[config.mk]
export PLATFORM = sky130hd
export DESIGN_NAME = fourstate_lane_scanner_flat
export DESIGN_NICKNAME = d
export VERILOG_FILES = /design/src/rtl/fourstate_pkg.sv /design/src/rtl/fourstate_lane_scanner_if.sv /design/src/rtl/fourstate_bit_counter.sv /design/src/rtl/fourstate_lane_scanner.sv /design/src/flat_wrapper.sv
export SDC_FILE = /design/constraint.sdc
export NUM_CORES = 1
export LEC_CHECK = 0
export CAP_MARGIN = 30
export CORE_AREA = 2 2 95 97
export DETAILED_ROUTE_END_ITERATION = 10
export DIE_AREA = 0 0 97 99
export GPL_TIMING_DRIVEN = 0
export PLACE_DENSITY = 0.68
export SLEW_MARGIN = 20
export SYNTH_ARGS = -nofsm -noshare
export SYNTH_HDL_FRONTEND = slang
export SYNTH_SLANG_ARGS = --single-unit
[constraint.sdc]
create_clock -name clk -period 5.3 [get_ports clk]
set_input_delay 0.795 -clock clk [delete_from_list [all_inputs] [get_ports clk]]
set_output_delay 0.795 -clock clk [all_outputs]
set_load 0.005 [all_outputs]
[src/rtl/fourstate_pkg.sv]
// fourstate_pkg: shared states, item geometry and count record for the lane scanner
package fourstate_pkg;
    typedef enum logic [1:0] {IDLE, SCAN, EMIT, DONE} state_e;
    localparam int LANE_W = 4;
    localparam int WORD_W = 6;
    localparam int N_ITEMS = 7;
    typedef struct packed {
        logic [2:0] idx;
        logic [2:0] width;
        logic [2:0] n0;
        logic [2:0] n1;
        logic [2:0] nx;
        logic [2:0] nz;
    } count_rec_t;
endpackage

[src/rtl/fourstate_lane_scanner_if.sv]
// fourstate_lane_scanner_if: per-item count record valid/ready channel
interface fourstate_lane_scanner_if;
    logic out_valid;
    logic out_ready;
    logic [2:0] out_idx;
    logic [2:0] out_width;
    logic [2:0] out_n0;
    logic [2:0] out_n1;
    logic [2:0] out_nx;
    logic [2:0] out_nz;
    modport master (output out_valid, out_idx, out_width, out_n0, out_n1, out_nx, out_nz, input out_ready);
    modport slave (input out_valid, out_idx, out_width, out_n0, out_n1, out_nx, out_nz, output out_ready);
endinterface

[src/rtl/fourstate_bit_counter.sv]
// fourstate_bit_counter: classifies the low width bits of a 4-state vector as 0/1/X/Z
module fourstate_bit_counter
    import fourstate_pkg::*;
(
    input  logic [5:0] v,
    input  logic [2:0] width,
    output logic [2:0] n0,
    output logic [2:0] n1,
    output logic [2:0] nx,
    output logic [2:0] nz
);
    // priority order keeps the four counts summing to width even on 2-state simulators
    always_comb begin
        n0 = '0;
        n1 = '0;
        nx = '0;
        nz = '0;
        for (int i = 0; i < WORD_W; i++)
            if (i < int'(width)) begin
                if (v[i] === 1'b0) n0 = n0 + 3'd1;
                else if (v[i] === 1'b1) n1 = n1 + 3'd1;
                else if (v[i] === 1'bx) nx = nx + 3'd1;
                else nz = nz + 3'd1;
            end
    end
endmodule

[src/rtl/fourstate_lane_scanner.sv]
// fourstate_lane_scanner: snapshots lanes and words on start, emits one 0/1/X/Z count record
// per item, then pulses done with the saturated unknown-bit total
module fourstate_lane_scanner
    import fourstate_pkg::*;
#(
    parameter int N_LANES = 5,
    parameter int N_WORDS = 2
) (
    input  logic clk,
    input  logic rst,
    input  logic [0:N_LANES-1][4:1][2:2] lanes_in,
    input  logic [1:3][3:2] words_in [2:2+N_WORDS-1][0:0],
    input  logic start,
    input  logic abort,
    output logic busy,
    output logic done,
    output logic [4:0] total_unknown,
    fourstate_lane_scanner_if.master rec
);
    state_e st, nxt;
    logic [0:N_LANES-1][4:1][2:2] lanes_q;
    logic [N_WORDS-1:0][5:0] words_q;
    logic [2:0] idx;
    logic [5:0] acc, nsum;
    logic [5:0] item;
    logic [2:0] width, c0, c1, cx, cz;
    logic hs, last, kill;
    assign hs = rec.out_valid && rec.out_ready;
    assign last = int'(idx) == N_LANES + N_WORDS - 1;
    assign kill = abort && st != IDLE;
    assign busy = st != IDLE;
    assign nsum = acc + 6'(rec.out_nx) + 6'(rec.out_nz);
    always_comb begin
        item = '0;
        for (int i = 0; i < N_LANES; i++)
            if (int'(idx) == i) item = {2'b00, lanes_q[i]};
        for (int i = 0; i < N_WORDS; i++)
            if (int'(idx) == N_LANES + i) item = words_q[i];
        width = int'(idx) < N_LANES ? 3'(LANE_W) : 3'(WORD_W);
    end
    fourstate_bit_counter u_cnt (.v(item), .width(width), .n0(c0), .n1(c1), .nx(cx), .nz(cz));
    always_ff @(posedge clk or posedge rst)
        if (rst) st <= IDLE;
        else st <= nxt;
    always_comb begin
        nxt = st;
        case (st)
            IDLE: nxt = start ? SCAN : IDLE;
            SCAN: nxt = EMIT;
            EMIT: nxt = hs ? (last ? DONE : SCAN) : EMIT;
            DONE: nxt = IDLE;
            default: nxt = IDLE;
        endcase
        if (kill) nxt = IDLE;
    end
    always_ff @(posedge clk or posedge rst)
        if (rst) begin
            lanes_q <= '0;
            words_q <= '0;
            idx <= '0;
            acc <= '0;
            done <= 1'b0;
            total_unknown <= '0;
            rec.out_valid <= 1'b0;
            rec.out_idx <= '0;
            rec.out_width <= '0;
            rec.out_n0 <= '0;
            rec.out_n1 <= '0;
            rec.out_nx <= '0;
            rec.out_nz <= '0;
        end else if (kill) begin
            rec.out_valid <= 1'b0;
            done <= 1'b0;
        end else
            case (st)
                IDLE:
                    if (start) begin
                        lanes_q <= lanes_in;
                        for (int j = 0; j < N_WORDS; j++) words_q[j] <= words_in[2+j][0];
                        idx <= '0;
                        acc <= '0;
                    end
                SCAN: begin
                    rec.out_idx <= idx;
                    rec.out_width <= width;
                    rec.out_n0 <= c0;
                    rec.out_n1 <= c1;
                    rec.out_nx <= cx;
                    rec.out_nz <= cz;
                    rec.out_valid <= 1'b1;
                end
                EMIT:
                    if (hs) begin
                        acc <= nsum;
                        rec.out_valid <= 1'b0;
                        if (last) begin
                            done <= 1'b1;
                            total_unknown <= nsum > 6'd31 ? 5'd31 : nsum[4:0];
                        end else idx <= idx + 3'd1;
                    end
                DONE: done <= 1'b0;
                default: done <= 1'b0;
            endcase
endmodule

[src/flat_wrapper.sv]
// flat-port wrapper written by rule: the top's interface ports become plain ports
module fourstate_lane_scanner_flat import fourstate_pkg::*;
#(
    parameter int N_LANES = 5,
    parameter int N_WORDS = 2
)
  (clk, rst, lanes_in, words_in, start, abort, busy, done, total_unknown, rec_out_valid, rec_out_idx, rec_out_width, rec_out_n0, rec_out_n1, rec_out_nx, rec_out_nz, rec_out_ready);
  fourstate_lane_scanner_if rec_i ();
  input  logic clk;
  input  logic rst;
  input  logic [0:N_LANES-1][4:1][2:2] lanes_in;
  input  logic [1:3][3:2] words_in[2:2+N_WORDS-1][0:0];
  input  logic start;
  input  logic abort;
  output logic busy;
  output logic done;
  output logic [4:0] total_unknown;
  output wire logic [$bits(rec_i.out_valid)-1:0] rec_out_valid;
  output wire logic [$bits(rec_i.out_idx)-1:0] rec_out_idx;
  output wire logic [$bits(rec_i.out_width)-1:0] rec_out_width;
  output wire logic [$bits(rec_i.out_n0)-1:0] rec_out_n0;
  output wire logic [$bits(rec_i.out_n1)-1:0] rec_out_n1;
  output wire logic [$bits(rec_i.out_nx)-1:0] rec_out_nx;
  output wire logic [$bits(rec_i.out_nz)-1:0] rec_out_nz;
  input wire logic [$bits(rec_i.out_ready)-1:0] rec_out_ready;
  assign rec_out_valid = rec_i.out_valid;
  assign rec_out_idx = rec_i.out_idx;
  assign rec_out_width = rec_i.out_width;
  assign rec_out_n0 = rec_i.out_n0;
  assign rec_out_n1 = rec_i.out_n1;
  assign rec_out_nx = rec_i.out_nx;
  assign rec_out_nz = rec_i.out_nz;
  assign rec_i.out_ready = rec_out_ready;
  fourstate_lane_scanner #(.N_LANES(N_LANES), .N_WORDS(N_WORDS)) u_core (.clk(clk), .rst(rst), .lanes_in(lanes_in), .words_in(words_in), .start(start), .abort(abort), .busy(busy), .done(done), .total_unknown(total_unknown), .rec(rec_i));
endmodule
# Yosys cells after proc, flatten, opt, wreduce, memory -nomap -nowiden
# Index checks and enable logic that the tools add are counted.
# word_totals
register_bits	68
# op_classes
addsub	23
n_lt_le_gt_ge	8
n_eq_ne	32
muxes	106
bitwise_logic	1
reduce_logical	15
# op_table
cell	count
3-bit 2-to-1 mux	68
3-bit by 1-bit adder with 3-bit output (second input constant)	21
6-bit 2-to-1 mux	4
4-bit 2-to-1 mux	5
1-bit 2-to-1 mux	19
1-bit === test (second input constant)	18
6-bit by 3-bit adder with 6-bit output	2
3-bit equality test (second input constant)	4
6-bit case mux with 2 select lines	1
2-bit 2-to-1 mux	4
2-bit case mux with 4 select lines	1
4-bit AND reduction	2
3-bit by 2-bit equality test with 1-bit output (second input constant)	2
6-bit by 5-bit > comparator with 1-bit output (second input constant)	1
1-bit by 3-bit less-than comparator with 1-bit output (first input constant)	2
2-bit by 3-bit less-than comparator with 1-bit output (first input constant)	2
3-bit less-than comparator (first input constant)	2
3-bit by 1-bit inequality test with 1-bit output (second input constant)	2
3-bit case mux with 2 select lines	1
3-bit AND reduction	2
3-bit nonzero test	2
5-bit 2-to-1 mux	1
5-bit AND reduction	1
2-bit equality test (second input constant)	2
11 further kinds	16

# Longest topological paths before layout
# Gate-level depths: netlist of the first run.
# depth
depth_word	38
mapped_depth	24
ltp_nobuf	22

# Hierarchy
# Synthesis of the first run repeated with hierarchy kept, for this count alone.
# hier_totals
hier_cells	371
hier_area_um2	4011.3
# by_module_without_submodules
mod	n_inst	cells_each	area_each_um2
fourstate_lane_scanner	1	266	3244.4
fourstate_bit_counter	1	105	767.0

# Least setup slack after synthesis of the first run
# No wires, ideal clock.
# synth_timing
path_type	flip-flop to flip-flop
from	register u_core.idx[0]
to	register u_core.rec.out_n0[2]
setup_ps	136
arrival_ps	3872
required_time_ps	5164
slack_ps	1293
path_stages_with_launch	23
n_path_buf	4
period_less_slack_ps	4007
cell_sequence	dfrtp_1 -> inv_1 -> ha_1 -> buf_6 -> buf_2 -> nand2_1 -> clkbuf_1 -> o221ai_1 -> o21ai_0 -> ha_1 -> buf_2 -> xor2_1 -> xnor2_2 -> inv_1 -> ha_1 -> nor3_1 -> nor2_1 -> ha_1 -> nor2b_1 -> xnor2_1 -> nand2_1 -> xnor2_1 -> o21ai_0
# synth_via
elab_chain_len	26
elab_cells_between_ends	45
cone_classes	add/sub (5); order compare (7); eq/ne (12); mux (20); reduce/logical (1)
# synth_rtl
element	line_no	source
start, declared	fourstate_lane_scanner.sv:23	logic [2:0] idx;
start signal, assigned	fourstate_lane_scanner.sv:99	end else idx <= idx + 3'd1;
3-bit logical NOT	fourstate_lane_scanner.sv:36	if (int'(idx) == i) item = {2'b00, lanes_q[i]};
4-bit 2-to-1 mux (5 in a row)	fourstate_lane_scanner.sv:36	
6-bit 2-to-1 mux (2 in a row)	fourstate_lane_scanner.sv:38	if (int'(idx) == N_LANES + i) item = words_q[i];
1-bit === test	fourstate_bit_counter.sv:20	if (v[i] === 1'b0) n0 = n0 + 3'd1;
1-bit 2-to-1 mux	fourstate_bit_counter.sv:20	
1-bit 2-to-1 mux	fourstate_bit_counter.sv:19	if (i < int'(width)) begin
3-bit by 1-bit adder with 3-bit output	fourstate_bit_counter.sv:20	
3-bit 2-to-1 mux	fourstate_bit_counter.sv:20	
[... 5 more ...]	-	
3-bit 2-to-1 mux	fourstate_bit_counter.sv:20	
3-bit 2-to-1 mux	fourstate_bit_counter.sv:19	
3-bit by 1-bit adder with 3-bit output	fourstate_bit_counter.sv:20	
3-bit 2-to-1 mux	fourstate_bit_counter.sv:20	
3-bit 2-to-1 mux	fourstate_bit_counter.sv:19	
3-bit by 1-bit adder with 3-bit output	fourstate_bit_counter.sv:20	
3-bit 2-to-1 mux	fourstate_bit_counter.sv:20	
3-bit 2-to-1 mux *	fourstate_bit_counter.sv:19	
end signal, assigned	fourstate_lane_scanner.sv:67	rec.out_n0 <= '0;
end signal, assigned	fourstate_lane_scanner.sv:86	rec.out_n0 <= c0;
end, declared	fourstate_lane_scanner_if.sv:11	modport master (output out_valid, out_idx, out_width, out_n0, out_n1, out_nx, out_nz, input out_ready);
# Every way passes the cells marked *; elsewhere a longest branch is shown, timed or not.
# A chain may end at the register's enable or synchronous reset.

# Worst setup path after layout of the first run
# Same ends and word-level chain as after synthesis.

==> results of run 1 <==
==> where the power goes <==
group	switching, uW	internal, uW
registers	107	642
clock network	182	325
logic	1090	1030
==> worst max-delay path by stage <==
| stage | start | endpoint | slack [ns] | cells after the start |
|---|---|---|---|---|
| global route | u_core.idx[0] | u_core.rec.out_n0[2] | 0.20 | 22 |
| CTS | u_core.idx[0] | u_core.rec.out_n0[2] | 0.61 | 22 |
| floorplan | u_core.idx[0] | u_core.rec.out_n0[2] | 1.29 | 22 |
| finish | u_core.idx[0] | u_core.rec.out_n0[2] | 0.57 | 22 |
| detailed placement | u_core.idx[0] | u_core.rec.out_n0[2] | 0.63 | 22 |
| global placement | u_core.idx[0] | u_core.rec.out_n0[2] | 0.71 | 22 |
==> sequential cells by signal, summed over array words and instances, names as in the netlist <==
name                  flops
u_core.acc                6
u_core.done               1
u_core.idx                3
u_core.lanes_q           20
u_core.rec.out_idx        3
u_core.rec.out_n0         3
u_core.rec.out_n1         3
u_core.rec.out_valid      1
u_core.rec.out_width      2
u_core.st                 2
u_core.total_unknown      5
u_core.words_q           12
==> per-layer routing <==
| layer | GRT usage (%) | up-vias | routed length [um] |
|---|---|---|---|
| met4 | 6.39 | 0 | 102 |
| met5 | 0 | - | 0 |
| met1 | 20.3 | 1253 | 3410 |
| li1 | - | 1318 | - |
| met2 | 25.4 | 62 | 3520 |
| met3 | 3.76 | 9 | 298 |
==> synthesized netlist by cell type, types with 5 or more instances <==
library cell	instances	area, sq um
a21oi_1	17	85.1
a22oi_1	5	37.5
nor2_1	25	93.8
xnor2_1	8	70.1
dfrtp_1	61	1530
nand2b_1	5	31.3
o21ai_0	20	100
nand2_1	42	158
o21a_1	6	45.0
inv_1	9	33.8
nor2b_1	8	50.1
buf_4	7	52.6
mux2_2	33	372
ha_1	18	225
clkbuf_1	9	33.8
==> cell families (layout without fill, tap and decap cells) <==
| group | Yosys count | count (layout) |
|---|---|---|
| flip-flops | 61 | 61 |
| AO/OA/AOI/OAI | 75 | 75 |
| adder cells (fa/ha/maj) | 18 | 18 |
| XOR/XNOR | 13 | 13 |
| multiplexers | 37 | 37 |
| buffers and inverters | 36 | 108 |
| other | 1 | 8 |
| AND/OR/NAND/NOR | 99 | 99 |
==> through the flow <==
stage               cells  power (uW)
floorplan             347        2390
global route          527        3670
finish                527        3370
detailed placement    511        2850
global placement      510        2760
CTS                   527        3380
==> cell type report <==
cell class | count | area (sq um) | share of cell area (%)
Clock inverter | 4 | 95.1 | 2.15
Buffer | 25 | 155 | 3.51
Clock buffer | 12 | 145 | 3.28
Timing Repair Buffer | 56 | 571 | 12.9
Tap cell | 108 | 135 | 3.06
Sequential cell | 61 | 1530 | 34.5
Multi-Input combinational cell | 250 | 1750 | 39.6
Inverter | 11 | 43.8 | 0.991
==> cells in the final DEF (no fill, tap or decap), drive strengths merged, types with 2 or more instances in the layout <==
cell           instances
nand3                  3
ha                    18
xor2                   4
conb                   8
a31oi                  2
a211oi                 5
nor2b                  8
o21ai                 25
and2                   2
and3b                  2
o221ai                 2
clkdlybuf4s50         55
mux2i                  4
nand3b                 2
nand2                 42
nor2                  25
clkbuf                21
nor3b                  2
o22ai                  2
a21oi                 17
mux2                  33
dfrtp                 61
o21a                   6
inv                   11
bufinv                 3
xnor2                  9
or2                    2
a22oi                  5
buf                   17
nand2b                 5
==> worst max-delay path, delay by kind of cell (launching register included) <==
family / cells / cell delay (ns)
compound gates: 3 / 0.52
xor+xnor: 4 / 0.76
fa+ha+maj: 4 / 1.02
buf+inv: 6 / 1.15
flops: 1 / 0.44
simple gates: 5 / 0.69
==> flow_summary.toml, run 1 <==
[detailed_routing]
via_count = 2642
via_per_inst = 5.01
drtAntennaViolNets = 0
avgRoutedWirePerCell_um = 13.9
drc_errors = 0
wl_mm = 7.32
drtIter0Drc = 131
first_pass_iters = 4

[cts]
cts_made_buffers = 9
htree_levels = 3
root_buffer = "clkbuf_8"
clock_latency_ns = 0.34
cts_max_path_buffers = 2
cts_resized = 0
cts.sinks = 61
cts_hold_buf = 0
postCtsSetupRepairBufs = 0
cts_tree = "built"
path_clk_slew_ns = 0.07

[sta]
tns_ns = 0
period_minus_slack_ns = 4.73
rsz0062_at_grt = "false"
finalCritPeriodShare_pct = 89.2
slew_headroom_pct = 43.4
finalMaxSlewViolations = 0
timing.hold.ws_ns = 0.471
skew_ns = 0.00617
setup_viol = 0
worstMarginPinSlew_ns = 0.847
postLayoutSetupSlackWorst_ns = 0.573
hold_viol = 0
clock.fmax_ghz = 0.212

[worst_hold_path]
holdPathEnd = "u_core.rec.out_width[2]"
hold_class = "reg2reg"
whs_path_depth = 1
hp-start = "u_core.rec.out_width[2]"

[job]
cap_viol_max_count = 0

[critical_path]
cp_max_fo = 10
start_kind = "flop"
r2r-start = "u_core.idx[0]"
path_class = "reg2reg"
critPathMaxStageDelay_ns = 0.44
required_ns = 5.51
worstRegToRegCells = 22
reg2reg_slack_ns = 0.57
end_kind = "flop"
slowest_stage = "dfrtp_1"
path_cells = "inv_1, ha_1, buf_6, buf_2, nand2_1, clkbuf_1, o221ai_1, o21ai_0, ha_1, buf_2, xor2_1, xnor2_2, inv_1, ha_1, nor3_1, nor2_1, ha_1, nor2b_1, xnor2_1, nand2_1, xnor2_1, o21ai_0"
crit_arrival_ns = 4.94
rr_endpoint = "u_core.rec.out_n0[2]"
crit_path_frequent_cell = "ha_1"

[cells_and_area]
final_area_sq_um = 4420
layout.nets = 469
drive_gt1_share_pct = 17.9
num_antenna_cells = 0
syn_to_final_growth_pct = 28.3
fillers = 799
postLayoutCoreUtil_pct = 51.7

[logic_synthesis]
synth_edf_count = 0
synth_ff_type = "dfrtp_1"
synth_area_sq_um = 3440
synthSimpleGateAreaFrac_pct = 13.6
synthXorXnorAreaFrac_pct = 3.52
synth.area.mux_share_pct = 12.0
syn_inst = 340
synth_top_family_by_area = "compound AO/OA/AOI/OAI gates"
ys_warn_count = 0
yosysSeqAreaShare_pct = 44.3
synth_compound_gate_area_share_pct = 14.3
synth_seq_cells = 61
synthArstFlopShare_pct = 100
netlist-cell-type-count = 54
synthAdderAreaFrac_pct = 6.54
avgSynthCellArea_sq_um = 10.1

[placement]
placed_area_sq_um = 4180
place.gp.congestion = 0.780
dp_worst_setup_slack_ns = 0.626
port_buffers = 55
hpwl_mm = 5.46

[power_and_ir_drop]
pwr_density_cell_nw_per_um2 = 763
ir_worst_vdd_mv = 0.399
leakagePower_uw = 0.00190

[floorplanning]
initial_core_util_pct = 40.3
die_h_um = 99
num_io_pins = 63
die_x_um = 97
core_sq_um = 8550
dieArea_sq_um = 9600
num_rows = 34

[global_route]
grt_max_degree = 40
grt_pass1_vias = 2567
grt_pass1_wl_mm = 12.0
grt_util_all_layers_pct = 15.7
grt-ovfl-total = 0
antenna_found_initial = 0

[run_status]
status = "complete, no violations"
Power figures use the tool's default switching activity.
==> run 2, diff against run 1 <==
--- a/config.mk
+++ b/config.mk
@@ -10,7 +10,6 @@
 export DETAILED_ROUTE_END_ITERATION = 10
 export DIE_AREA = 0 0 97 99
 export GPL_TIMING_DRIVEN = 0
-export PLACE_DENSITY = 0.68
 export SLEW_MARGIN = 20
 export SYNTH_ARGS = -nofsm -noshare
 export SYNTH_HDL_FRONTEND = slang
==> flow_summary.toml, run 2 (same netlist as run 1, synthesis figures left out) <==
[floorplanning]
die_x_um = 97
core_sq_um = 8550
initial_core_util_pct = 40.3
die_h_um = 99
dieArea_sq_um = 9600
num_rows = 34
num_io_pins = 63

[cells_and_area]
final_common_cell = "dfrtp_1"
multiInputGateArea_sq_um = 1750
most-common-layout-cells = "dfrtp_1, clkdlybuf4s50_1, nand2_1"
drive_gt1_share_pct = 18.4
largest_register_ffs = 20
postLayoutCoreUtil_pct = 51.2
ff_latch_area_sq_um = 1530
layout.nets = 469
reg_top3 = "u_core.lanes_q: 20 flops, u_core.words_q: 12 flops, u_core.acc: 6 flops"
num_antenna_cells = 0
top_register = "u_core.lanes_q"
fillers = 790
syn_to_final_growth_pct = 27.1

[placement]
place.gp.congestion = 0.768
hpwl_mm = 5.48
port_buffers = 55

[sta]
hold_viol = 0
tns_ns = 0
clock.fmax_ghz = 0.212
rsz0062_at_grt = "false"
worstMarginPinSlew_ns = 0.801
skew_ns = 0.0116
finalCritPeriodShare_pct = 89.1
finalMaxSlewViolations = 0
period_minus_slack_ns = 4.72
setup_viol = 0
slew_headroom_pct = 46.5

[power_and_ir_drop]
leakagePower_uw = 0.00188
p_int_uw = 1880
power_frac_comb_pct = 64.0
seqPwrFrac_pct = 23.1
ir_worst_vdd_mv = 0.313
pwr_density_cell_nw_per_um2 = 739
p_switching_uw = 1360
switching_share_pct = 42.0
p_clk_share_pct = 12.9

[detailed_routing]
drtIter0Drc = 160
drtAntennaViolNets = 0
wl_met1_mm = 3.46
wl_met3_um = 364
wl_met2_mm = 3.48
via_per_inst = 4.99
avgRoutedWirePerCell_um = 14.0
top_layer = "met4"
first_pass_iters = 4
drc_errors = 0
wl_mm = 7.36
via_count = 2629

[critical_path]
slowest_stage = "dfrtp_1"
cp_max_fo = 10
path_cells = "inv_1, ha_1, buf_6, buf_2, nand2_1, clkbuf_1, o221ai_1, o21ai_0, ha_1, buf_2, xor2_1, xnor2_2, inv_1, ha_1, nor3_1, nor2_1, ha_1, nor2b_1, xnor2_1, nand2_1, xnor2_1, o21ai_0"
end_kind = "flop"
crit_path_frequent_cell = "ha_1"
required_ns = 5.56
crit_arrival_ns = 4.98
path_class = "reg2reg"
start_kind = "flop"
critPathMaxStageDelay_ns = 0.44

[global_route]
grt-ovfl-total = 0
antenna_found_initial = 0
grt_util_all_layers_pct = 16.2
grt_pass1_wl_mm = 12.5
grt_pass1_vias = 2564
grt_max_degree = 38

[cts]
cts_tree = "built"
postCtsSetupRepairBufs = 0
cts_made_buffers = 9
cts_resized = 0
cts_hold_buf = 0
htree_levels = 3
cts.sinks = 61
cts_max_path_buffers = 2
root_buffer = "clkbuf_8"
clock_latency_ns = 0.34
path_clk_slew_ns = 0.07

[run_status]
status = "complete, no violations"

[job]
cap_viol_max_count = 0

[worst_hold_path]
hold_class = "reg2reg"
[run 2: through the flow]
step	instances	instance area [sq um]	setup WS, ns	power, uW	hold WS [ns]
floorplan	347	3470	1.29	2390	0.456
global placement	510	4160	0.694	2770	0.451
detailed placement	511	4180	0.586	2810	0.451
CTS	527	4380	0.550	3260	0.473
global route	527	4380	0.0537	3570	0.487
finish	527	4380	0.576	3230	0.466
[run 2: worst max-delay path: cells and delay by family, from the launching register on]
kind	cells	cell delay, ns
AOI/OAI and AO/OA	3	0.57
xor gates and xnor gates	4	0.77
adders and majority gates	4	1.03
buffers and inverters	6	1.12
DFF	1	0.44
and+or+nand+nor	5	0.75
[run 2: layout make-up]
class / count / share of cell area (%)
inverters: 11 / 1.00
repair buffers: 56 / 13.0
flip-flops and latches: 61 / 34.9
plain buffers: 25 / 3.54
multi-input cells: 250 / 39.9
clock inverters: 7 / 1.74
well taps: 108 / 3.09
clock buffers: 9 / 2.83
[run 2: power groups by stage]
stage	combinational, uW	clock [uW]	sequential [uW]
global placement	2010	0	752
CTS	2080	432	748
global route	2350	455	772
detailed placement	2060	0	757
finish	2070	418	748
floorplan	1670	0	725
[run 2: metal layers]
| layer | GRT usage, % | up-vias |
|---|---|---|
| li1 | - | 1313 |
| met1 | 21.7 | 1238 |
| met2 | 25.9 | 74 |
| met3 | 4.18 | 4 |
| met4 | 5.31 | 0 |
| met5 | 0 | - |
[run 2: path summary, 6_finish.rpt]
check / slack (ns) / startpoint / cells past startpoint / to
worst max-delay path: 0.58 / u_core.idx[0] / 22 / u_core.rec.out_n0[2]
worst min-delay path: 0.47 / u_core.rec.out_width[2] / 1 / u_core.rec.out_width[2]
worst max register to register: 0.58 / u_core.idx[0] / 22 / u_core.rec.out_n0[2]
worst min register to register: 0.47 / u_core.rec.out_width[2] / 1 / u_core.rec.out_width[2]
max in group asynchronous: 4.02 / rst / 3 / u_core.lanes_q[0]
min in group asynchronous: 0.76 / rst / 2 / u_core.total_unknown[0]
